`config.mk`:
```
export PLATFORM = sky130hd
export DESIGN_NAME = seq_multiplier_flat
export DESIGN_NICKNAME = d
export VERILOG_FILES = /design/src/rtl/seq_multiplier_if.sv /design/src/rtl/seq_multiplier.sv /design/src/flat_wrapper.sv
export SDC_FILE = /design/constraint.sdc
export NUM_CORES = 1
export LEC_CHECK = 0
export ABC_CLOCK_PERIOD_IN_PS = 26100
export BUFFER_PORTS_ARGS = -buffer_cell sky130_fd_sc_hd__buf_2
export CORE_MARGIN = 5
export CORE_UTILIZATION = 30
export DETAILED_ROUTE_END_ITERATION = 7
export GPL_ROUTABILITY_DRIVEN = 1
export PLACE_DENSITY_LB_ADDON = 0.1
export SLEW_MARGIN = 20
export SYNTH_ARGS = -nofsm -noshare
export SYNTH_HDL_FRONTEND = slang
export SYNTH_SLANG_ARGS = --single-unit
```
`constraint.sdc`:
```
create_clock -name clk -period 26.1 [get_ports clk]
set_input_delay 1.305 -clock clk [delete_from_list [all_inputs] [get_ports clk]]
set_output_delay 1.305 -clock clk [all_outputs]
set_load 0.02 [all_outputs]
```
`src/rtl/seq_multiplier_if.sv`:
```
// Handshake and operand/result bundle between control and the shift-add multiplier.
interface seq_multiplier_if #(
  parameter int unsigned WIDTH = 64
);
  logic             start;
  logic [WIDTH-1:0] A;
  logic [WIDTH-1:0] B;
  logic             busy;
  logic             done;
  logic [WIDTH-1:0] product_lo;
  logic [WIDTH-1:0] product_hi;

  modport master (
    output start, A, B,
    input  busy, done, product_lo, product_hi
  );

  modport slave (
    input  start, A, B,
    output busy, done, product_lo, product_hi
  );
endinterface

```
`src/rtl/seq_multiplier.sv`:
```
// Unsigned shift-add multiplier, one ripple-carry add per cycle; WIDTH cycles per product.
// Serves MUL (product_lo) and UMULH (product_hi).
module seq_multiplier #(
  parameter int unsigned WIDTH = 64
) (
  input  logic             clk,
  input  logic             reset,
  seq_multiplier_if.slave  bus
);

  localparam int unsigned CW = (WIDTH > 1) ? $clog2(WIDTH) : 1;

  localparam logic [1:0] StIdle = 2'd0;
  localparam logic [1:0] StRun  = 2'd1;
  localparam logic [1:0] StDone = 2'd2;

  logic [1:0]       state_q, state_d;
  logic [WIDTH-1:0] mcand_q, mcand_d;
  logic [WIDTH-1:0] acc_hi_q, acc_hi_d;
  logic [WIDTH-1:0] acc_lo_q, acc_lo_d;
  logic [CW-1:0]    count_q, count_d;
  logic [WIDTH-1:0] prod_lo_q, prod_lo_d;
  logic [WIDTH-1:0] prod_hi_q, prod_hi_d;

  logic [WIDTH-1:0] addend;
  logic [WIDTH:0]   sum;
  logic             accept;
  logic             last_iter;

  // Ripple-carry adder; the carry-out lands in sum[WIDTH] and is shifted into the high half.
  always_comb begin
    logic carry;
    addend = acc_lo_q[0] ? mcand_q : '0;
    carry  = 1'b0;
    sum    = '0;
    for (int i = 0; i < int'(WIDTH); i++) begin
      sum[i] = acc_hi_q[i] ^ addend[i] ^ carry;
      carry  = (acc_hi_q[i] & addend[i]) | (carry & (acc_hi_q[i] ^ addend[i]));
    end
    sum[WIDTH] = carry;
  end

  assign accept    = bus.start && ((state_q == StIdle) || (state_q == StDone));
  assign last_iter = (count_q == CW'(WIDTH - 1));

  always_comb begin
    state_d   = state_q;
    mcand_d   = mcand_q;
    acc_hi_d  = acc_hi_q;
    acc_lo_d  = acc_lo_q;
    count_d   = count_q;
    prod_lo_d = prod_lo_q;
    prod_hi_d = prod_hi_q;

    unique case (state_q)
      StIdle, StDone: begin
        if (accept) begin
          state_d  = StRun;
          mcand_d  = bus.A;
          acc_hi_d = '0;
          acc_lo_d = bus.B;
          count_d  = '0;
        end else begin
          state_d = StIdle;
        end
      end
      StRun: begin
        acc_hi_d = sum[WIDTH:1];
        acc_lo_d = {sum[0], acc_lo_q[WIDTH-1:1]};
        count_d  = count_q + 1'b1;
        if (last_iter) begin
          state_d   = StDone;
          prod_hi_d = sum[WIDTH:1];
          prod_lo_d = {sum[0], acc_lo_q[WIDTH-1:1]};
        end
      end
      default: state_d = StIdle;
    endcase
  end

  always_ff @(posedge clk or posedge reset) begin
    if (reset) begin
      state_q   <= StIdle;
      mcand_q   <= '0;
      acc_hi_q  <= '0;
      acc_lo_q  <= '0;
      count_q   <= '0;
      prod_lo_q <= '0;
      prod_hi_q <= '0;
    end else begin
      state_q   <= state_d;
      mcand_q   <= mcand_d;
      acc_hi_q  <= acc_hi_d;
      acc_lo_q  <= acc_lo_d;
      count_q   <= count_d;
      prod_lo_q <= prod_lo_d;
      prod_hi_q <= prod_hi_d;
    end
  end

  // Status decoded straight from state so reset clears it without a clock edge.
  assign bus.busy       = (state_q == StRun);
  assign bus.done       = (state_q == StDone);
  assign bus.product_lo = prod_lo_q;
  assign bus.product_hi = prod_hi_q;

endmodule

```
`src/flat_wrapper.sv`:
```
// flat-port wrapper written by rule: the top's interface ports become plain ports
module seq_multiplier_flat 
#(
  parameter int unsigned WIDTH = 64
)
  (clk, reset, bus_start, bus_A, bus_B, bus_busy, bus_done, bus_product_lo, bus_product_hi);
  seq_multiplier_if #(.WIDTH(WIDTH)) bus_i ();
  input  logic clk;
  input  logic reset;
  input wire logic [$bits(bus_i.start)-1:0] bus_start;
  input wire logic [$bits(bus_i.A)-1:0] bus_A;
  input wire logic [$bits(bus_i.B)-1:0] bus_B;
  output wire logic [$bits(bus_i.busy)-1:0] bus_busy;
  output wire logic [$bits(bus_i.done)-1:0] bus_done;
  output wire logic [$bits(bus_i.product_lo)-1:0] bus_product_lo;
  output wire logic [$bits(bus_i.product_hi)-1:0] bus_product_hi;
  assign bus_i.start = bus_start;
  assign bus_i.A = bus_A;
  assign bus_i.B = bus_B;
  assign bus_busy = bus_i.busy;
  assign bus_done = bus_i.done;
  assign bus_product_lo = bus_i.product_lo;
  assign bus_product_hi = bus_i.product_hi;
  seq_multiplier #(.WIDTH(WIDTH)) u_core (.clk(clk), .reset(reset), .bus(bus_i));
endmodule
```
### Yosys cells after proc, flatten, opt, wreduce, memory -nomap -nowiden

Cells that the tools add are included.

| cells by class | value |
|---|---|
| add/subtract/negate cells | 1 |
| eq/ne operators | 5 |
| muxes and demuxes | 10 |
| bitwise logic cells | 317 |
| reduce and logical (&&, ||, !) cells | 8 |

Operators by type and width:

| operator | number |
|---|---|
| one-hot mux 64 bit (2 select lines) | 2 |
| 2-to-1 mux 64 bit | 3 |
| bitwise AND 1 bit | 127 |
| XOR 1 bit | 127 |
| bitwise OR 1 bit | 63 |
| one-hot mux 6 bit (2 select lines) | 1 |
| adder 6 x 1 -> 6 bit (second input constant) | 1 |
| equality test 6 bit (second input constant) | 1 |
| 2-to-1 mux 6 bit | 1 |
| AND reduction 2 bit | 3 |
| inequality test 2 x 1 -> 1 bit (second input constant) | 2 |
| one-hot mux 2 bit (2 select lines) | 1 |
| equality test 2 x 1 -> 1 bit (second input constant) | 1 |
| equality test 2 bit (second input constant) | 1 |
| zero test 2 bit | 1 |
| 2-to-1 mux 2 bit | 1 |
| nonzero test 2 bit | 1 |
| OR reduction 2 bit | 1 |
| logical AND 1 bit | 1 |
| logical OR 1 bit | 1 |
| 2-to-1 mux 1 bit | 1 |

| word-level totals | value |
|---|---|
| flip-flop bits (word level) | 328 |
| bits of input ports | 131 |
| output and inout bits | 130 |
| logic and storage cells | 348 |

### Logic depth before layout (Yosys ltp)

Gate-level depths: netlist (run 1).

| logic depth | value |
|---|---|
| word-level depth | 129 |
| gate-level depth with buffers | 68 |
| gate-level depth less buffers | 67 |

### Worst setup path before layout (run 1)

Ideal clock, no wire load.

| timing path | value |
|---|---|
| kind | flip-flop to flip-flop |
| start | register u_core.acc_lo_q[0] |
| end | register u_core.prod_hi_q[62] (netlist: u_core.bus.product_hi[62]) |
| setup time | 0.124 ns |
| arrival | 27.576 ns |
| data required time | 25.976 ns |
| slack | -1.600 ns |
| stages on the path, launching flop included | 68 |
| buffers on the path | 2 |
| clock period less this slack | 27.700 ns |
| cells stage by stage | dfrtp_1 > clkbuf_1 > clkbuf_1 > nand2_1 > fa_1 > fa_1 > fa_1 > fa_1 > fa_1 > fa_1 > fa_1 > fa_1 > fa_1 > fa_1 > fa_1 > fa_1 > fa_1 > fa_1 > [... 32 more ...] > fa_1 > fa_1 > fa_1 > fa_1 > fa_1 > fa_1 > fa_1 > fa_1 > fa_1 > fa_1 > fa_1 > fa_1 > fa_1 > fa_1 > fa_1 > fa_1 > fa_1 > mux2i_1 |

| on the way | value |
|---|---|
| cells in the longest elaborated chain, start to end | 127 |
| elaborated cells between the ends (all ways) | 252 |
| those cells by class | 1 x mux; 251 x bitwise |

Ends and longest elaborated chain:

| what | RTL line | source |
|---|---|---|
| from (decl) | seq_multiplier.sv:20 | `logic [WIDTH-1:0] acc_lo_q, acc_lo_d;` |
| from (signal assigned) | seq_multiplier.sv:94 | `acc_lo_q <= acc_lo_d;` |
| 2-to-1 mux 64 bit * | seq_multiplier.sv:33 | `addend = acc_lo_q[0] ? mcand_q : '0;` |
| bitwise AND 1 bit or XOR 1 bit (tied branches) | seq_multiplier.sv:38 | `carry = (acc_hi_q[i] & addend[i]) \| (carry & (acc_hi_q[i] ^ addend[i]));` |
| bitwise AND 1 bit | seq_multiplier.sv:38 |  |
| bitwise OR 1 bit | seq_multiplier.sv:38 |  |
| bitwise AND 1 bit | seq_multiplier.sv:38 |  |
| bitwise OR 1 bit | seq_multiplier.sv:38 |  |
| bitwise AND 1 bit | seq_multiplier.sv:38 |  |
| bitwise OR 1 bit | seq_multiplier.sv:38 |  |
| [... 111 more ...] | n/a |  |
| bitwise OR 1 bit | seq_multiplier.sv:38 |  |
| bitwise AND 1 bit | seq_multiplier.sv:38 |  |
| bitwise OR 1 bit | seq_multiplier.sv:38 |  |
| bitwise AND 1 bit | seq_multiplier.sv:38 |  |
| bitwise OR 1 bit | seq_multiplier.sv:38 |  |
| bitwise AND 1 bit | seq_multiplier.sv:38 |  |
| bitwise OR 1 bit | seq_multiplier.sv:38 |  |
| XOR 1 bit * | seq_multiplier.sv:37 | `sum[i] = acc_hi_q[i] ^ addend[i] ^ carry;` |
| to (signal assigned) | seq_multiplier.sv:97 | `prod_hi_q <= prod_hi_d;` |
| to (decl) | seq_multiplier.sv:23 | `logic [WIDTH-1:0] prod_hi_q, prod_hi_d;` |

Every way passes the cells marked *; elsewhere a longest branch is shown, timed or not.
A chain may end at the register's enable or synchronous reset.

### Final worst setup path (run 1)

| timing path | value |
|---|---|
| start | register u_core.acc_lo_q[0] |
| end | register u_core.acc_hi_q[62] |

| on the way | value |
|---|---|
| cells in the longest elaborated chain, start to end | 128 |
| elaborated cells between the ends (all ways) | 253 |
| those cells by class | 2 x mux; 251 x bitwise |

Ends and longest elaborated chain:

| what | RTL line | source |
|---|---|---|
| 2-to-1 mux 64 bit * | seq_multiplier.sv:33 |  |
| bitwise AND 1 bit or XOR 1 bit (tied branches) | seq_multiplier.sv:38 |  |
| bitwise AND 1 bit | seq_multiplier.sv:38 |  |
| bitwise OR 1 bit | seq_multiplier.sv:38 |  |
| bitwise AND 1 bit | seq_multiplier.sv:38 |  |
| bitwise OR 1 bit | seq_multiplier.sv:38 |  |
| bitwise AND 1 bit | seq_multiplier.sv:38 |  |
| bitwise OR 1 bit | seq_multiplier.sv:38 |  |
| [... 112 more ...] | n/a |  |
| bitwise AND 1 bit | seq_multiplier.sv:38 |  |
| bitwise OR 1 bit | seq_multiplier.sv:38 |  |
| bitwise AND 1 bit | seq_multiplier.sv:38 |  |
| bitwise OR 1 bit | seq_multiplier.sv:38 |  |
| bitwise AND 1 bit | seq_multiplier.sv:38 |  |
| bitwise OR 1 bit | seq_multiplier.sv:38 |  |
| XOR 1 bit * | seq_multiplier.sv:37 |  |
| one-hot mux 64 bit (2 select lines) * | seq_multiplier.sv:55 | `unique case (state_q)` |
| to (signal assigned) | seq_multiplier.sv:93 | `acc_hi_q <= acc_hi_d;` |
| to (decl) | seq_multiplier.sv:19 | `logic [WIDTH-1:0] acc_hi_q, acc_hi_d;` |

Marks and branches as above.

==> out/metrics.csv, run 1 <==
metric,value,unit
syn_inst,1268,
overflow,0,
dpl.cell_count,2080,
synth-seq-cells,328,
hold_depth,2,
synth_top_cells_by_count,"dfrtp_1, nand2_1, inv_1, nand3_1, mux2i_1",
routed_wl,39200,µm
cts_inserted_buffers,41,
async_reset_ff_share,100,%
drive_gt1_share,27.6,%
die_w,230,µm
first_pass_iters,4,
syn_nets,1464,
ys_seq_area_share,56.7,%
dp_hpwl,24700,µm
tightestPinTransition,1.00,ns
clkTransAtPathRegs,0.05,ns
grt_first_pass_wirelength,63300,µm
synth_edf_count,0,
root_buffer,clkbuf_16,
p_leak,8.46,nW
crit_buf_inv,1,
max-clock-path-buffers,3,
finClkSkew,0.0209,ns
status,completed,
start_kind,register,
layout_setup_ws,0.897,ns
setup_tns,0,ns
die_area,0.0527,mm²
rows,80,
wl_per_cell,18.1,µm
finish.utilization,37.5,%
synth.area.top_cells,"dfrtp_1, fa_1, nand2_1",
reg2reg_to,u_core.acc_hi_q[62],
hold_viol,0,
syn_area,0.0145,mm²
required,26.49,ns
clkLatencyLatePin,0.55,ns
io_pins,261,
place_ws,-0.752,ns
viasPerCell,4.56,
drtIter0Drc,451,
crit_type,register to register,
path_max_fanout,2,
yosysTopAreaCell,dfrtp_1,
routabilityCongestion,0.726,
setup_violations,0,
yosysWarnings,0,
h-tree-depth,2,
synth_most_common_cell,dfrtp_1,
syn2layout_area_growth,23.8,%
slowest_delay,0.53,ns
synth_top_area_share,56.7,%
clock.fmax,0.0397,GHz
route.detailed.drc,0,
die_y,230,µm
min_period_over_period,96.6,%
rsz0062_at_grt,false,
min_from,u_core.mcand_q[0],
min_path_type,register to register,
nets,1704,
relSlewSlack,33.3,%
cts_tree,done,
final_cells,2159,
path_delay_family,adder cells,
cp_common_cell,fa_2,
r2r-start,u_core.acc_lo_q[0],
slowest_stage,fa_1,
synth_flop_cell,dfrtp_1,
antenna_found_initial,6,
post-cts-setup-buffers,0,
min_to,u_core.mcand_q[0],
worstRegToRegCells,67,
ant_nets,0,
p_total,2.15,mW
grt_max_degree,120,
peakVddDrop,0.0362,mV
reg2reg_slack,0.90,ns
vias,9837,
cp.arrival,25.59,ns
slew_violations,0,
track_usage,15.0,%
syn_avg_cell_area,11.4,µm²
hold_buffers,0,
initial_utilization,30.3,%
p_per_area,120,mW/mm²
synth_cell_types,30,
end_kind,register,
portBuffers,260,
drv_cap,0,
coreArea,0.0477,mm²
first_global_vias,11000,
post-route-min-period,25.20,ns
cts_sinks,328,
==> stage by stage <==
| stage | hold WS, ns | area (µm²) |
|---|---|---|
| after floorplan | 0.438 | 14600 |
| after global placement | 0.459 | 16400 |
| after detailed placement | 0.460 | 16400 |
| after CTS | 0.474 | 17900 |
| after global routing | 0.488 | 17900 |
| final | 0.466 | 17900 |
==> how the worst max path moves through the flow <==
| stage | startpoint | to | slack (ns) | cells past startpoint |
|---|---|---|---|---|
| 6_report | u_core.acc_lo_q[0] | u_core.acc_hi_q[62] | 0.90 | 67 |
| 4_1_cts | u_core.acc_lo_q[0] | u_core.acc_hi_q[62] | 0.00002 | 67 |
| 5_1_grt | u_core.mcand_q[0] | u_core.acc_hi_q[62] | 0.02 | 67 |
| 3_3_place_gp | u_core.acc_lo_q[0] | u_core.acc_hi_q[62] | -0.78 | 67 |
| 2_1_floorplan | u_core.acc_lo_q[0] | u_core.bus.product_hi[62] | 0.04 | 68 |
| 3_5_place_dp | u_core.acc_lo_q[0] | u_core.acc_hi_q[62] | -0.75 | 67 |
==> state kept, by name (all words and copies together), names as in the netlist <==
signal,cells
u_core.mcand_q,64
u_core.state_q,2
u_core.bus.product_hi,64
u_core.bus.product_lo,64
u_core.acc_lo_q,64
u_core.count_q,6
u_core.acc_hi_q,64
==> cells by family (layout without fill, tap and decap cells) <==
| kind of cell | count (synthesis) | in the layout | share of synthesized area [%] |
|---|---|---|---|
| buffers and inverters | 209 | 482 | 6.09 |
| DFF | 328 | 328 | 56.7 |
| muxes | 131 | 131 | 9.62 |
| other | 0 | 3 | 0 |
| AOI/OAI and AO/OA | 134 | 134 | 7.50 |
| adders and majority gates | 65 | 65 | 8.89 |
| and+or+nand+nor | 401 | 401 | 11.2 |
==> cell usage in the layout (no fill, tap or decap), types with 2 or more instances in the layout <==
| cell | n |
|---|---|
| dfrtp_1 | 327 |
| nand2_1 | 324 |
| buf_2 | 260 |
| inv_1 | 128 |
| nand3_1 | 67 |
| mux2i_1 | 66 |
| a22oi_1 | 64 |
| o2bb2ai_1 | 64 |
| fa_2 | 54 |
| mux2_1 | 45 |
| clkbuf_16 | 43 |
| mux2_2 | 20 |
| buf_4 | 15 |
| clkbuf_8 | 14 |
| fa_1 | 9 |
| clkbuf_1 | 9 |
| clkinv_2 | 5 |
| bufinv_16 | 4 |
| diode_2 | 3 |
| nand2b_4 | 2 |
| o21ai_0 | 2 |
| ha_1 | 2 |
==> worst register-to-register path, delay by kind of cell, from the launching register on <==
kind	cells	cell delay, ns
buf+inv	1	0.05
simple gates	1	0.12
fa+ha+maj	64	24.50
flops	1	0.35
compound gates	1	0.06
==> cell type report <==
cell class,count,area (µm²)
clock buffers,66,1300
fillers,4780,29800
flip-flops and latches,328,8210
inverters,130,495
clock inverters,10,154
diodes,3,7.51
repair buffers,276,1430
well taps,615,769
multi-input cells,731,5550
==> power by group <==
group          total, mW  switching [mW]  internal [mW]
registers          0.837           0.122          0.715
logic              0.704           0.410          0.294
clock network      0.605           0.225          0.380
==> layer usage <==
layer / global-route usage, % / share of wire, %
met4: 4.00 / 2.0
met5: 0 / 0.066
met1: 19.9 / 45
met2: 23.6 / 46
met3: 4.87 / 7.2
==> timing repair <==
| action | 4_1_cts | 5_1_grt |
|---|---|---|
| gates resized for setup | 15 | 11 |
| setup endpoints to repair | 8 | 6 |
| gates cloned | 0 | 0 |
| endpoints found under the hold margin | 0 | 0 |
No activity file was read; power rests on OpenSTA's default activity.
==> run 2, diff against run 1 <==
--- a/config.mk
+++ b/config.mk
@@ -11,7 +11,6 @@
 export CORE_UTILIZATION = 30
 export DETAILED_ROUTE_END_ITERATION = 7
 export GPL_ROUTABILITY_DRIVEN = 1
-export PLACE_DENSITY_LB_ADDON = 0.1
 export SLEW_MARGIN = 20
 export SYNTH_ARGS = -nofsm -noshare
 export SYNTH_HDL_FRONTEND = slang
==> out/metrics.csv, run 2 (same netlist as run 1, synthesis figures left out) <==
metric,value,unit
status,completed,
grt_first_pass_wirelength,61100,µm
die_area,0.0527,mm²
track_usage,14.2,%
first_global_vias,11100,
syn2layout_area_growth,22.3,%
start_kind,register,
setup_tns,0,ns
reg2reg_slack,0.88,ns
cp.arrival,25.60,ns
drv_cap,0,
cts_sinks,328,
post-route-min-period,25.22,ns
worstRegToRegCells,67,
clkTransAtPathRegs,0.06,ns
hold_depth,2,
end_kind,register,
rsz0062_at_grt,false,
clkLatencyLatePin,0.55,ns
die_w,230,µm
min_path_type,register to register,
required,26.48,ns
cts_inserted_buffers,40,
viasPerCell,4.69,
vias,10100,
dp_hpwl,24900,µm
min_to,u_core.mcand_q[0],
r2r-start,u_core.acc_lo_q[0],
overflow,0,
grt_max_degree,154,
path_max_fanout,2,
peakVddDrop,0.0512,mV
initial_utilization,30.3,%
p_leak,8.34,nW
cp_common_cell,fa_2,
relSlewSlack,33.5,%
setup_violations,0,
reg2reg_to,u_core.acc_hi_q[62],
nets,1701,
p_total,2.08,mW
rows,80,
finClkSkew,0.0203,ns
cts_tree,done,
routabilityCongestion,0.761,
min_period_over_period,96.6,%
first_pass_iters,5,
coreArea,0.0477,mm²
final_cell_mix,"dfrtp_1, nand2_1, buf_2, inv_1, nand3_1",
clock.fmax,0.0397,GHz
die_y,230,µm
slew_violations,0,
tightestPinTransition,0.998,ns
crit_type,register to register,
slowest_delay,0.54,ns
hold_viol,0,
min_from,u_core.mcand_q[0],
wl_per_cell,17.5,µm
drtIter0Drc,549,
drive_gt1_share,27.0,%
routed_wl,37600,µm
ant_nets,0,
io_pins,261,
antenna_found_initial,5,
p_per_area,117,mW/mm²
h-tree-depth,2,
root_buffer,clkbuf_16,
final_common_cell,dfrtp_1,
route.detailed.drc,0,
portBuffers,260,
slowest_stage,fa_1,
max-clock-path-buffers,3,
num-fill-cells,4698,
==> run 2: area by class of cell <==
cell class | instances | area (µm²) | share of cell area (%)
Inverter | 130 | 495 | 2.80
Multi-Input combinational cell | 731 | 5550 | 31.4
Clock inverter | 8 | 56.3 | 0.318
Clock buffer | 64 | 1200 | 6.79
Timing Repair Buffer | 274 | 1420 | 8.01
Sequential cell | 328 | 8210 | 46.4
Tap cell | 615 | 769 | 4.35
Antenna cell | 2 | 5.00 | 0.0283
==> run 2: worst max-delay path by stage <==
stage                        from                   endpoint  slack, ns
2_1_floorplan  u_core.acc_lo_q[0]  u_core.bus.product_hi[62]       0.04
3_3_place_gp   u_core.acc_lo_q[0]        u_core.acc_hi_q[62]      -0.74
3_5_place_dp   u_core.acc_lo_q[0]        u_core.acc_hi_q[62]      -0.80
4_1_cts        u_core.acc_lo_q[0]        u_core.acc_hi_q[62]      0.005
5_1_grt         u_core.mcand_q[0]        u_core.acc_hi_q[62]       0.02
6_report       u_core.acc_lo_q[0]        u_core.acc_hi_q[62]       0.88
==> run 2: metrics by stage <==
| stage | cell area, µm² | setup WS [ns] | hold slack [ns] | cells | util (%) |
|---|---|---|---|---|---|
| 2_1_floorplan | 14600 | 0.0352 | 0.438 | 1268 | - |
| 3_3_place_gp | 16400 | -0.741 | 0.456 | 2078 | 34.3 |
| 3_5_place_dp | 16400 | -0.803 | 0.461 | 2078 | 34.3 |
| 4_1_cts | 17700 | 0.00455 | 0.476 | 2150 | 37.0 |
| 5_1_grt | 17700 | 0.0248 | 0.494 | 2150 | 37.1 |
| 6_report | 17700 | 0.881 | 0.472 | 2152 | 37.1 |
==> run 2: power by group <==
| part | switching [mW] | leakage, nW | internal (mW) |
|---|---|---|---|
| clock network | 0.215 | 0.612 | 0.316 |
| logic | 0.413 | 3.73 | 0.292 |
| registers | 0.128 | 4.00 | 0.715 |
| total | 0.756 | 8.34 | 1.32 |
==> run 2: critical path, delay by kind of cell (launching register included) <==
family	cells	cell delay, ns
compound gates	1	0.07
fa+ha+maj	64	24.47
buf+inv	1	0.05
flops	1	0.35
simple gates	1	0.12
==> run 2: timing repair <==
action | 4_1_cts | 5_1_grt
setup endpoints to repair | 8 | 6
gates resized for setup | 16 | 11
setup buffers | 0 | 0
hold buffers | 0 | 0
==> run 2: routing by layer <==
metal | wire [µm] | vias to the layer above | global-route usage [%] | part of all wire (%)
met5 | 28 | - | 0 | 0.074
met4 | 774 | 6 | 3.93 | 2.1
met3 | 2890 | 55 | 4.53 | 7.7
met2 | 17700 | 294 | 23.0 | 47
met1 | 16300 | 5107 | 18.5 | 43
li1 | - | 4632 | - | -
